$ cat src/rtl/ioctl_arb_pkg.sv
// ioctl_arb_pkg: shared types and widths for the download/CPU memory arbiter.
package ioctl_arb_pkg;

    localparam int ADDR_W = 25;
    localparam int DATA_W = 8;

    typedef enum logic [1:0] {IDLE, DL, CPU} state_e;

    typedef struct packed {
        logic [ADDR_W-1:0] addr;
        logic [DATA_W-1:0] data;
    } wentry_t;

endpackage

$ cat src/rtl/ioctl_wfifo.sv
// ioctl_wfifo: show-ahead synchronous FIFO; a push into a full FIFO is accepted only when a pop frees a slot that same cycle.
module ioctl_wfifo #(
    parameter int AW = 2,
    parameter int W  = 33
) (
    input  logic          clk,
    input  logic          reset,
    input  logic          push,
    input  logic          pop,
    input  logic [W-1:0]  din,
    output logic [W-1:0]  dout,
    output logic          full,
    output logic          empty,
    output logic [AW:0]   level,
    output logic          drop
);

    localparam int DEPTH = 1 << AW;

    logic [W-1:0]  buf_q [DEPTH];
    logic [AW-1:0] wp_q, wp_d, rp_q, rp_d;
    logic [AW:0]   lvl_q, lvl_d;
    logic          wr_en, rd_en;

    always_comb begin
        full  = lvl_q[AW];
        empty = lvl_q == '0;
        rd_en = pop && !empty;
        wr_en = push && (!full || rd_en);
        drop  = push && !wr_en;
        wp_d  = wr_en ? wp_q + AW'(1) : wp_q;
        rp_d  = rd_en ? rp_q + AW'(1) : rp_q;
        lvl_d = (wr_en && !rd_en) ? lvl_q + (AW+1)'(1) :
                (rd_en && !wr_en) ? lvl_q - (AW+1)'(1) : lvl_q;
        dout  = buf_q[rp_q];
        level = lvl_q;
    end

    always_ff @(posedge clk) begin
        if (reset) begin
            wp_q  <= '0;
            rp_q  <= '0;
            lvl_q <= '0;
        end else begin
            wp_q  <= wp_d;
            rp_q  <= rp_d;
            lvl_q <= lvl_d;
        end
    end

    always_ff @(posedge clk) begin
        if (wr_en) buf_q[wp_q] <= din;
    end

endmodule

$ cat src/rtl/ioctl_mem_arbiter.sv
// ioctl_mem_arbiter: shares one memory port between a buffered download write stream and the CPU bus,
// round-robin on ties with the download side forced ahead once the FIFO reaches HIWAT.
module ioctl_mem_arbiter
    import ioctl_arb_pkg::*;
#(
    parameter int FIFO_AW = 2,
    parameter int HIWAT   = 3
) (
    input  logic              clk,
    input  logic              reset,
    input  logic              dl_wr,
    input  logic [ADDR_W-1:0] dl_addr,
    input  logic [DATA_W-1:0] dl_data,
    input  logic              downloading,
    input  logic              cpu_req,
    input  logic              cpu_we,
    input  logic [ADDR_W-1:0] cpu_addr,
    input  logic [DATA_W-1:0] cpu_din,
    output logic [DATA_W-1:0] cpu_dout,
    output logic              cpu_ack,
    output logic              cpu_wait,
    output logic              mem_req,
    output logic              mem_we,
    output logic [ADDR_W-1:0] mem_addr,
    output logic [DATA_W-1:0] mem_din,
    input  logic [DATA_W-1:0] mem_dout,
    input  logic              mem_ack,
    output logic              fifo_ovf
);

    localparam logic [FIFO_AW:0] HI = (FIFO_AW+1)'(HIWAT);

    state_e            state_q, state_d;
    logic              turn_q, turn_d;
    logic              mem_req_q, mem_req_d;
    logic              mem_we_q, mem_we_d;
    logic [ADDR_W-1:0] mem_addr_q, mem_addr_d;
    logic [DATA_W-1:0] mem_din_q, mem_din_d;
    logic              cpu_ack_q, cpu_ack_d;
    logic [DATA_W-1:0] cpu_dout_q, cpu_dout_d;
    logic              ovf_q, ovf_d;

    wentry_t           head;
    logic              pop, fifo_full, fifo_empty, fifo_drop;
    logic [FIFO_AW:0]  fifo_level;
    logic              cpu_pend, grant_dl;

    ioctl_wfifo #(
        .AW (FIFO_AW),
        .W  ($bits(wentry_t))
    ) u_fifo (
        .clk   (clk),
        .reset (reset),
        .push  (dl_wr),
        .pop   (pop),
        .din   ({dl_addr, dl_data}),
        .dout  (head),
        .full  (fifo_full),
        .empty (fifo_empty),
        .level (fifo_level),
        .drop  (fifo_drop)
    );

    always_comb begin
        state_d    = state_q;
        turn_d     = turn_q;
        mem_req_d  = mem_req_q;
        mem_we_d   = mem_we_q;
        mem_addr_d = mem_addr_q;
        mem_din_d  = mem_din_q;
        cpu_ack_d  = 1'b0;
        cpu_dout_d = cpu_dout_q;
        pop        = 1'b0;
        ovf_d      = ovf_q | fifo_drop;
        // cpu_ack_q masks the request the CPU has not yet had a chance to drop
        cpu_pend   = cpu_req && !cpu_ack_q;
        grant_dl   = !fifo_empty && (!cpu_pend || fifo_level >= HI || !turn_q);
        case (state_q)
            IDLE: begin
                if (grant_dl) begin
                    state_d    = DL;
                    turn_d     = 1'b1;
                    pop        = 1'b1;
                    mem_req_d  = 1'b1;
                    mem_we_d   = 1'b1;
                    mem_addr_d = head.addr;
                    mem_din_d  = head.data;
                end else if (cpu_pend) begin
                    state_d    = CPU;
                    turn_d     = 1'b0;
                    mem_req_d  = 1'b1;
                    mem_we_d   = cpu_we;
                    mem_addr_d = cpu_addr;
                    mem_din_d  = cpu_din;
                end
            end
            DL: begin
                if (mem_ack) begin
                    state_d   = IDLE;
                    mem_req_d = 1'b0;
                end
            end
            CPU: begin
                if (mem_ack) begin
                    state_d    = IDLE;
                    mem_req_d  = 1'b0;
                    cpu_ack_d  = 1'b1;
                    cpu_dout_d = cpu_we ? cpu_dout_q : mem_dout;
                end
            end
            default: state_d = IDLE;
        endcase
    end

    always_ff @(posedge clk) begin
        if (reset) begin
            state_q    <= IDLE;
            turn_q     <= 1'b0;
            mem_req_q  <= 1'b0;
            mem_we_q   <= 1'b0;
            mem_addr_q <= '0;
            mem_din_q  <= '0;
            cpu_ack_q  <= 1'b0;
            cpu_dout_q <= '0;
            ovf_q      <= 1'b0;
        end else begin
            state_q    <= state_d;
            turn_q     <= turn_d;
            mem_req_q  <= mem_req_d;
            mem_we_q   <= mem_we_d;
            mem_addr_q <= mem_addr_d;
            mem_din_q  <= mem_din_d;
            cpu_ack_q  <= cpu_ack_d;
            cpu_dout_q <= cpu_dout_d;
            ovf_q      <= ovf_d;
        end
    end

    assign mem_req  = mem_req_q;
    assign mem_we   = mem_we_q;
    assign mem_addr = mem_addr_q;
    assign mem_din  = mem_din_q;
    assign cpu_ack  = cpu_ack_q;
    assign cpu_dout = cpu_dout_q;
    assign fifo_ovf = ovf_q;
    assign cpu_wait = downloading | !fifo_empty;

endmodule

$ cat config.mk
export PLATFORM = sky130hd
export DESIGN_NAME = ioctl_mem_arbiter
export DESIGN_NICKNAME = d
export VERILOG_FILES = /design/src/rtl/ioctl_arb_pkg.sv /design/src/rtl/ioctl_wfifo.sv /design/src/rtl/ioctl_mem_arbiter.sv
export SDC_FILE = /design/constraint.sdc
export NUM_CORES = 1
export LEC_CHECK = 0
export CORE_UTILIZATION = 55
export CTS_CLUSTER_DIAMETER = 200
export DETAILED_ROUTE_END_ITERATION = 8
export PLACE_DENSITY = 0.8
export SLEW_MARGIN = 20
export SYNTH_ARGS = -nofsm -noshare
export SYNTH_HDL_FRONTEND = slang
export SYNTH_SLANG_ARGS = --single-unit
$ cat constraint.sdc
create_clock -name clk -period 5.2 [get_ports clk]
set_input_delay 1.04 -clock clk [delete_from_list [all_inputs] [get_ports clk]]
set_output_delay 1.04 -clock clk [all_outputs]
set_load 0.005 [all_outputs]
Yosys cells after proc, flatten, opt, wreduce, memory -nomap -nowiden
Memory sizes are Yosys's and may differ from the RTL's. A register that Yosys moved wholly into a read port is not among the register bits.
Cells that the tools add are included.
Operators by class
  magnitude comparators: 1
  reductions and logical operators: 28
  bitwise logic cells: 4
  equal/unequal tests: 4
  $add $sub $neg: 4
  mux-type cells: 25
Operator list (count)
  $mux W25: 2
  $mux W8: 2
  $mux W1: 12
  $mux W2: 5
  $logic_and A1 B1 Y1: 7
  $logic_not A1 Y1: 7
  $mux W3: 2
  $reduce_and A3 Y1: 2
  $reduce_bool A2 Y1: 3
  $add A2 B1 Y2 const B: 2
  $pmux W2 S2: 1
  $reduce_and A2 Y1: 2
  $reduce_or A2 Y1: 2
  $add A3 B1 Y3 const B: 1
  $ge A3 B2 Y1 const B: 1
  $logic_not A3 Y1: 1
  $logic_or A1 B1 Y1: 3
  $ne A3 B3 Y1 const B: 1
  $sub A3 B1 Y3 const B: 1
  $eq A2 B1 Y1 const B: 1
  $eq A2 B2 Y1 const B: 1
  $logic_not A2 Y1: 1
  $ne A2 B1 Y1 const B: 1
  $not A1 Y1: 2
  2 further kinds: 3
Storage, ports and cells
  logic and storage cells: 79
  output and inout bits: 46
  bits in writable memories: 132
  memories kept: 1
  input bits: 81
  register bits after elaboration: 55
Memory list
  u_fifo.buf_q: depth 4, bits a word 33, rd ports 1, clocked after memory_dff 1, wr ports 1, RTL line ioctl_wfifo.sv:20  | logic [W-1:0] buf_q [DEPTH];

Depth between registers and ports, before layout
Gate-level depths: netlist of run 1.
  depth after elaboration: 15
  gate-level depth with buffers: 10
  mapped depth without buffers: 10

Cells and area by module
From an unflattened synthesis of run 1, not the netlist that was laid out.
Unflattened totals
  cells, all modules: 443
  area total of the unflattened synthesis: 7330.8 sq um
By module, submodules not included
  ioctl_wfifo: sequential area each 4144.0 sq um, times used 1, cells each 224, area each 5273.8 sq um
  ioctl_mem_arbiter: sequential area each 960.9 sq um, times used 1, cells each 219, area each 2057.0 sq um

Worst setup path after synthesis of run 1
Ideal clock, no wire load.
  kind: input to register
  from: in cpu_req
  to: reg u_fifo.lvl_q[2], in the netlist u_fifo.level[2]
  required time: 5.129 ns
  stages on the path: 9
  setup time: 0.071 ns
  path buffers: 0
  arrival: 2.666 ns
  slack: 2.463 ns
  cell sequence: and4bb_2 o31ai_4 nand2_1 ha_1 inv_1 fa_1 xor2_1 or3_1 a21oi_1
On the way
  word-level cells in the longest chain between the ends: 13
  elaborated cells between the ends (all ways): 16
  those cells by class: 3 x mux; 13 x reduce/logical
RTL lines
  from (decl): RTL line ioctl_mem_arbiter.sv:15  | input logic cpu_req,
  $logic_and A1 B1 Y1 (*): RTL line ioctl_mem_arbiter.sv:76  | cpu_pend = cpu_req && !cpu_ack_q;
  $logic_not A1 Y1 (*): RTL line ioctl_mem_arbiter.sv:77  | grant_dl = !fifo_empty && (!cpu_pend || fifo_level >= HI || !turn_q);
  $logic_or A1 B1 Y1 (*) (2 in a row): RTL line ioctl_mem_arbiter.sv:77
  $logic_and A1 B1 Y1 (*): RTL line ioctl_mem_arbiter.sv:77
  $mux W1 (*): RTL line ioctl_mem_arbiter.sv:80  | if (grant_dl) begin
  $mux W1 (*): RTL line ioctl_mem_arbiter.sv:78  | case (state_q)
  $logic_and A1 B1 Y1 (*): RTL line ioctl_wfifo.sv:28  | rd_en = pop && !empty;
  $logic_or A1 B1 Y1: RTL line ioctl_wfifo.sv:29  | wr_en = push && (!full || rd_en);
  $logic_and A1 B1 Y1: RTL line ioctl_wfifo.sv:29
  $logic_not A1 Y1: RTL line ioctl_wfifo.sv:34  | (rd_en && !wr_en) ? lvl_q - (AW+1)'(1) : lvl_q;
  $logic_and A1 B1 Y1: RTL line ioctl_wfifo.sv:34
  $reduce_bool A2 Y1 (no source line)
  to (signal assigned): RTL line ioctl_wfifo.sv:47  | lvl_q <= lvl_d;
  to (decl): RTL line ioctl_wfifo.sv:22  | logic [AW:0] lvl_q, lvl_d;
Mark *: on every way between the ends. The rest lies on a longest branch, timed or not.
A chain may end at the register's enable or synchronous reset.

Worst setup path after layout of run 1
  from: in downloading
  to: out cpu_wait
On the way
  word-level cells in the longest chain between the ends: 1
RTL lines
  from (decl): RTL line ioctl_mem_arbiter.sv:14  | input logic downloading,
  $or A1 B1 Y1: RTL line ioctl_mem_arbiter.sv:146  | assign cpu_wait = downloading | !fifo_empty;
  to (decl): RTL line ioctl_mem_arbiter.sv:21  | output logic cpu_wait,
No other way between the ends.

==> metrics.md, run 1 <==
| Metric | Value |
|---|---|
| H-tree lvl count | 4 |
| Placer Congestion | 0.730 |
| Detailed Routing Iterations Pass 1 | 4 |
| Clk slew on worst S/H paths | 60 ps |
| Row cnt | 41 |
| Routed Antenna Nets | 0 |
| Slowest stage delay, CP | 490 ps |
| Dominant cell type by area after synthesis | edfxtp_1 |
| R2R Path Start | state_q[0]$_SDFFE_PP0P_ |
| Placement Cell Area | 0.00862 mm^2 |
| Max Cap Viol | 0 |
| TritonCTS clock tree | built |
| Element type at the critical path start | input pin |
| IO Pins | 127 |
| Vias in the first global route | 4,417 |
| Most frequent cell after synthesis | edfxtp_1 |
| Congestion Overflow GR | 0 |
| Die height | 117 um |
| Clock tree buffer depth | 2 |
| VDD IR-drop max | 0.257 mV |
| End-of-flow core utilization | 0.725 |
| Share of cells above drive strength 1 | 0.123 |
| Post-synth top area share | 0.547 |
| Fin crit period | 3110 ps |
| Global-route wire length before repair | 22.3 mm |
| Syn_nets | 560 |
| Average size of a mapped cell | 15.4 um^2 |
| RR Endpoint | u_fifo.level[2]$_SDFFE_PP0P_ |
| Vias | 4,325 |
| R2r worst-path depth | 10 |
| Synthesis Warnings | 0 |
| #FFs+latches synth | 189 |
| Number of synthesized flops with an enable pin | 132 |
| FF-to-FF setup slack | 2510 ps |
| Outcome | finished clean |
| Synth async-reset ratio | 0 |
| Slowest-stage cell, CP | clkdlybuf4s50_1 |
| CP endpoint kind | primary output |
| Main flop type after synthesis | edfxtp_1 |
| Post-Layout Cell Count | 775 |
| Hpwl dp | 8.45 mm |
| DRT iter0 DRCs | 226 |
| Post-Syn Area | 0.00724 mm^2 |
| CP most frequent cell | clkdlybuf4s50_1 |
| Static Leak | 3.20 nW |
| CTS Root Cell | clkbuf_16 |
| Antenna violations before repair | 0 |
| IO Port Bufs | 126 |
| Final setup viols | 0 |
| CP max FO | 1 |
| Crit path arrival time | 2070 ps |
| FMAX | 322 MHz |
| Hold path endpoint | fifo_ovf$_SDFF_PP0_ |
| Die Wd | 117 um |
| Cts bufs inserted | 17 |
| Min-Delay Startpoint | fifo_ovf$_SDFF_PP0_ |
| Distinct cells, synth | 36 |
| Crit-path cells | clkdlybuf4s50_1, nand2b_1, clkdlybuf4s50_1 |
| # hold bufs at CTS | 0 |
| CP Class | input pin to primary output |
| Largest net degree at the start of global routing | 58 |
| Worst Tran Pin Value | 1070 ps |
| Delay-heaviest family, CP | buffers and inverters |
| Fin Hold WS | 481 ps |
| Core area | 0.0127 mm^2 |
| Critical Path RT | 4160 ps |
| Final hold vios | 0 |
| Unrepaired setup endpoints after global routing | false |
| Tcrit/Tclk final | 0.598 |
| Hold Path Class | register to register |
| Wire per inst | 18.8 um |
| Diode count | 0 |
| Setup bufs post-CTS | 0 |
| Hold depth | 2 |
| Cells after Synth | 471 |
| Setup total negative slack | 0 ps |
| Crit. Startpoint | downloading |
| Relative slew slack | 0.285 |
| Clock latency at the later pin of the worst-skew pair | 430 ps |
| Final wirelength | 14.6 mm |
| Sink Count | 189 |
| Vias per cell | 5.58 |
| Post-synth top cells | edfxtp_1, nand2_1, dfxtp_1, nor2_1 |
| Seq/Total Area, Yosys | 0.705 |
| Final Net Count | 679 |
| Tot GR Track Use | 0.231 |
| Clock skew | 4.87 ps |
| Initial core utilization | 0.569 |
| Placed Cells | 743 |
| Area grow syn2layout | 27.3% |
| Worst path bufs/invs | 2 |
| Cell Pwr Density | 513 mW/mm^2 |
| DRC Markers | 0 |
| Synth area leaders | edfxtp_1, dfxtp_1, mux4_2 |
| Final instance area | 0.00922 mm^2 |
| Die area | 0.0136 mm^2 |
| Max-slew violations | 0 |
| Post-CTS sizing | 0 |
-- tightest hold or removal path: stages (launching register included) --
cell,delay [ps]
dfxtp_1,330
a31oi_1,50
nor2_1,70
-- state kept, by name, summed over array words and instances, names as in the netlist, 2 cells and up, named ones only --
register,flops
u_fifo.level,3
state_q,2
u_fifo.rp_q,2
mem_din,8
u_fifo.buf_q,132
u_fifo.wp_q,2
cpu_dout,8
mem_addr,25
-- worst max-delay path by stage --
stage,to,slack (ps),cells past startpoint
final,cpu_wait,2090,3
after global routing,cpu_wait,2040,3
after CTS,cpu_wait,2090,3
after detailed placement,u_fifo.level[2]$_SDFFE_PP0P_,1830,8
after global placement,u_fifo.level[2]$_SDFFE_PP0P_,1910,8
after floorplan,u_fifo.level[2]$_SDFFE_PP0P_,2460,9
-- per-layer routing --
metal | GRT usage | share of wire | up-vias
met1 | 0.275 | 0.41 | 2118
met3 | 0.0695 | 0.058 | 31
met2 | 0.385 | 0.51 | 157
met4 | 0.114 | 0.025 | 0
li1 | - | - | 2019
met5 | 0 | 0 | -
-- report_power, final --
group          switching (mW)  total (mW)  internal [mW]
registers               0.130        1.99           1.86
logic                   0.760        1.42          0.664
clock network           0.506        1.32          0.812
-- cell families after synthesis --
logic type      Yosys count  share of synthesized area
buf+inv                  36                     0.0223
fa+ha+maj                 8                     0.0149
compound gates           53                     0.0577
xor+xnor                  3                    0.00363
simple gates            139                     0.0805
mux                      43                      0.116
flops                   189                      0.705
-- stage by stage --
step                      setup WS (ps)  power, mW
after global routing               2040       4.98
final                              2090       4.73
after detailed placement           1830       3.43
after floorplan                    2460       2.91
after global placement             1910       3.37
after CTS                          2090       4.77
-- layout make-up --
| cell class | instances | area (um^2) |
|---|---|---|
| clock inverter | 9 | 143 |
| sequential | 189 | 5110 |
| inverter | 7 | 26.3 |
| fill | 893 | 3500 |
| timing repair buffer | 129 | 1280 |
| clock buffer | 23 | 458 |
| multi-input combinational | 246 | 2000 |
| tap | 172 | 215 |
-- cells in the final DEF, fill, tap and decap left out, drive strengths merged, types with 8 or more instances in the layout --
| cell | netlist | final |
|---|---|---|
| clkbuf | 15 | 23 |
| edfxtp | 132 | 132 |
| nor2 | 51 | 51 |
| mux4 | 33 | 33 |
| dfxtp | 57 | 57 |
| clkdlybuf4s50 | 0 | 125 |
| a311oi | 33 | 33 |
| nand2 | 70 | 70 |
| mux2i | 10 | 10 |
| a21oi | 8 | 8 |
Note: power is estimated with default switching activity, not from simulation.
==> run 2, diff against run 1 <==
--- a/config.mk
+++ b/config.mk
@@ -5,10 +5,10 @@
 export SDC_FILE = /design/constraint.sdc
 export NUM_CORES = 1
 export LEC_CHECK = 0
-export CORE_UTILIZATION = 55
+export CORE_UTILIZATION = 47
 export CTS_CLUSTER_DIAMETER = 200
 export DETAILED_ROUTE_END_ITERATION = 8
-export PLACE_DENSITY = 0.8
+export PLACE_DENSITY = 0.72
 export SLEW_MARGIN = 20
 export SYNTH_ARGS = -nofsm -noshare
 export SYNTH_HDL_FRONTEND = slang
==> constraint.sdc (replaced) <==
create_clock -name clk -period 2.7 [get_ports clk]
set_input_delay 0.54 -clock clk [delete_from_list [all_inputs] [get_ports clk]]
set_output_delay 0.54 -clock clk [all_outputs]
set_load 0.005 [all_outputs]
==> metrics.md, run 2 (synthesized netlist as in run 1, its figures left out) <==
| Metric | Value |
|---|---|
| Outcome | finished clean (unchanged) |
| Tcrit/Tclk final | 0.902 |
| Unrepaired setup endpoints after global routing | false (unchanged) |
| Diode count | 0 (unchanged) |
| Vias per cell | 5.32 (was 5.58) |
| H-tree lvl count | 4 (unchanged) |
| CP Class | register to register (was input pin to primary output) |
| IO Port Bufs | 126 (unchanged) |
| Hold Path Class | register to register (unchanged) |
| Critical Path RT | 3040 ps (was 4160 ps) |
| Final setup viols | 0 (unchanged) |
| CTS Root Cell | clkbuf_16 (unchanged) |
| DRC Markers | 0 (unchanged) |
| Sw Ratio | 0.302 (was 0.295) |
| Share of cells above drive strength 1 | 0.149 (was 0.123) |
| Die area | 0.0159 mm^2 (was 0.0136 mm^2) |
| Logic pwr share | 0.321 (was 0.301) |
| Worst Tran Pin Value | 573 ps (was 1070 ps) |
| Clock skew | 18.4 ps (was 4.87 ps) |
| DRT iter0 DRCs | 266 (was 226) |
| Antenna violations before repair | 0 (unchanged) |
| Crit path arrival time | 2770 ps (was 2070 ps) |
| Int Pwr | 6.34 mW (was 3.33 mW) |
| Relative slew slack | 0.615 (was 0.285) |
| Die height | 126 um (was 117 um) |
| TritonCTS clock tree | built (unchanged) |
| Hpwl dp | 9.18 mm (was 8.45 mm) |
| Fill cells | 1,107 (was 893) |
| Sequential share of power | 0.421 (was 0.420) |
| Global-route wire length before repair | 23.5 mm (was 22.3 mm) |
| Final wirelength | 14.4 mm (was 14.6 mm) |
| # hold bufs at CTS | 0 (unchanged) |
| Detailed Routing Iterations Pass 1 | 4 (unchanged) |
| IO Pins | 127 (unchanged) |
| Element type at the critical path start | register (was input pin) |
| Placement Cell Area | 0.00884 mm^2 (was 0.00862 mm^2) |
| Largest net degree at the start of global routing | 55 (was 58) |
| CP endpoint kind | register (was primary output) |
| Most common cell after layout, fill and taps aside | edfxtp_1 (unchanged) |
| Final instance area | 0.00940 mm^2 (was 0.00922 mm^2) |
| VDD IR-drop max | 0.572 mV (was 0.257 mV) |
| Clock tree buffer depth | 2 (unchanged) |
| Placed Cells | 773 (was 743) |
| End-of-flow core utilization | 0.620 (was 0.725) |
| Clk slew on worst S/H paths | 70 ps (was 60 ps) |
| Largest reg by FF count | u_fifo.buf_q (unchanged) |
| Row cnt | 45 (was 41) |
| Sink Count | 189 (unchanged) |
| Post-CTS sizing | 0 (unchanged) |
| Post-Layout Cell Count | 805 (was 775) |
| FMAX | 411 MHz |
| Max-slew violations | 0 (unchanged) |
| Max reg flops | 132 (unchanged) |
| Wire per inst | 17.9 um (was 18.8 um) |
| Placer Congestion | 0.729 (was 0.730) |
| Vias in the first global route | 4,612 (was 4,417) |
| Fin crit period | 2430 ps |
| Static Leak | 3.28 nW (was 3.20 nW) |
| Max Cap Viol | 0 (unchanged) |
| Vias | 4,286 (was 4,325) |
| Cts bufs inserted | 17 (unchanged) |
| Congestion Overflow GR | 0 (unchanged) |
| Area grow syn2layout | 29.7% (was 27.3%) |
| Tot GR Track Use | 0.197 (was 0.231) |
| Die Wd | 126 um (was 117 um) |
| Final hold vios | 0 (unchanged) |
| Cell Pwr Density | 966 mW/mm^2 (was 513 mW/mm^2) |
| Commonest cells after routing, fill and taps aside | edfxtp_1, clkdlybuf4s50_1, nand2_1, dfxtp_1, nor2_1 (unchanged) |
| CP max FO | 5 (was 1) |
| Fin Hold WS | 491 ps (was 481 ps) |
| NetSw | 2.74 mW (was 1.40 mW) |
| Final Net Count | 693 (was 679) |
| Setup bufs post-CTS | 0 (unchanged) |
| Routed Antenna Nets | 0 (unchanged) |
| Core area | 0.0151 mm^2 (was 0.0127 mm^2) |
| Clock Power Share | 0.258 (was 0.279) |
| Clock latency at the later pin of the worst-skew pair | 420 ps (was 430 ps) |
| Initial core utilization | 0.478 (was 0.569) |
run 2: worst max-delay path: stages (launching register included):
cell	delay, ps
dfxtp_1	300
inv_1	90
ha_1	250
inv_1	160
a21boi_1	270
ha_1	220
inv_1	60
fa_1	380
xor2_1	180
or3_1	310
a21oi_1	150
run 2: per-stage QoR:
stage | setup TNS, ps | worst slack [ps] | power [mW]
6_report | 0 | 265 | 9.08
4_1_cts | 0 | 281 | 9.18
3_5_place_dp | -131 | -131 | 6.82
2_1_floorplan | 0 | 397 | 5.61
3_3_place_gp | -23.5 | -23.5 | 6.68
5_1_grt | 0 | 108 | 9.61
run 2: path summary, 6_finish.rpt:
kind,from,cells past startpoint,slack (ps),end
worst max register to register,state_q[0]$_SDFFE_PP0P_,10,270,u_fifo.level[2]$_SDFFE_PP0P_
worst min-delay path,cpu_dout[0]$_SDFFE_PP0P_,2,490,cpu_dout[0]$_SDFFE_PP0P_
worst max-delay path,state_q[0]$_SDFFE_PP0P_,10,270,u_fifo.level[2]$_SDFFE_PP0P_
worst min register to register,cpu_dout[0]$_SDFFE_PP0P_,2,490,cpu_dout[0]$_SDFFE_PP0P_
run 2: power by group through the flow:
stage | logic, mW | clock network (mW) | registers, mW
final | 2.91 | 2.34 | 3.82
after floorplan | 1.80 | 0 | 3.81
after CTS | 2.95 | 2.40 | 3.83
after detailed placement | 2.93 | 0 | 3.89
after global routing | 3.22 | 2.52 | 3.88
after global placement | 2.83 | 0 | 3.85
run 2: area by class of cell:
cell class,instances,area [um^2],area share
tap,188,235,0.0250
clock buffer,22,474,0.0505
inverter,7,26.3,0.00280
timing repair buffer,143,1470,0.157
clock inverter,10,87.6,0.00932
multi-input combinational,246,2000,0.212
sequential,189,5110,0.543
run 2: metal layers:
metal | up-vias | track usage | share of wire | wire (um)
met5 | - | 0 | 0 | 0
met4 | 0 | 0.0687 | 0.0074 | 106
met3 | 8 | 0.0429 | 0.046 | 660
met2 | 114 | 0.339 | 0.50 | 7200
met1 | 2118 | 0.248 | 0.45 | 6410
li1 | 2046 | - | - | -
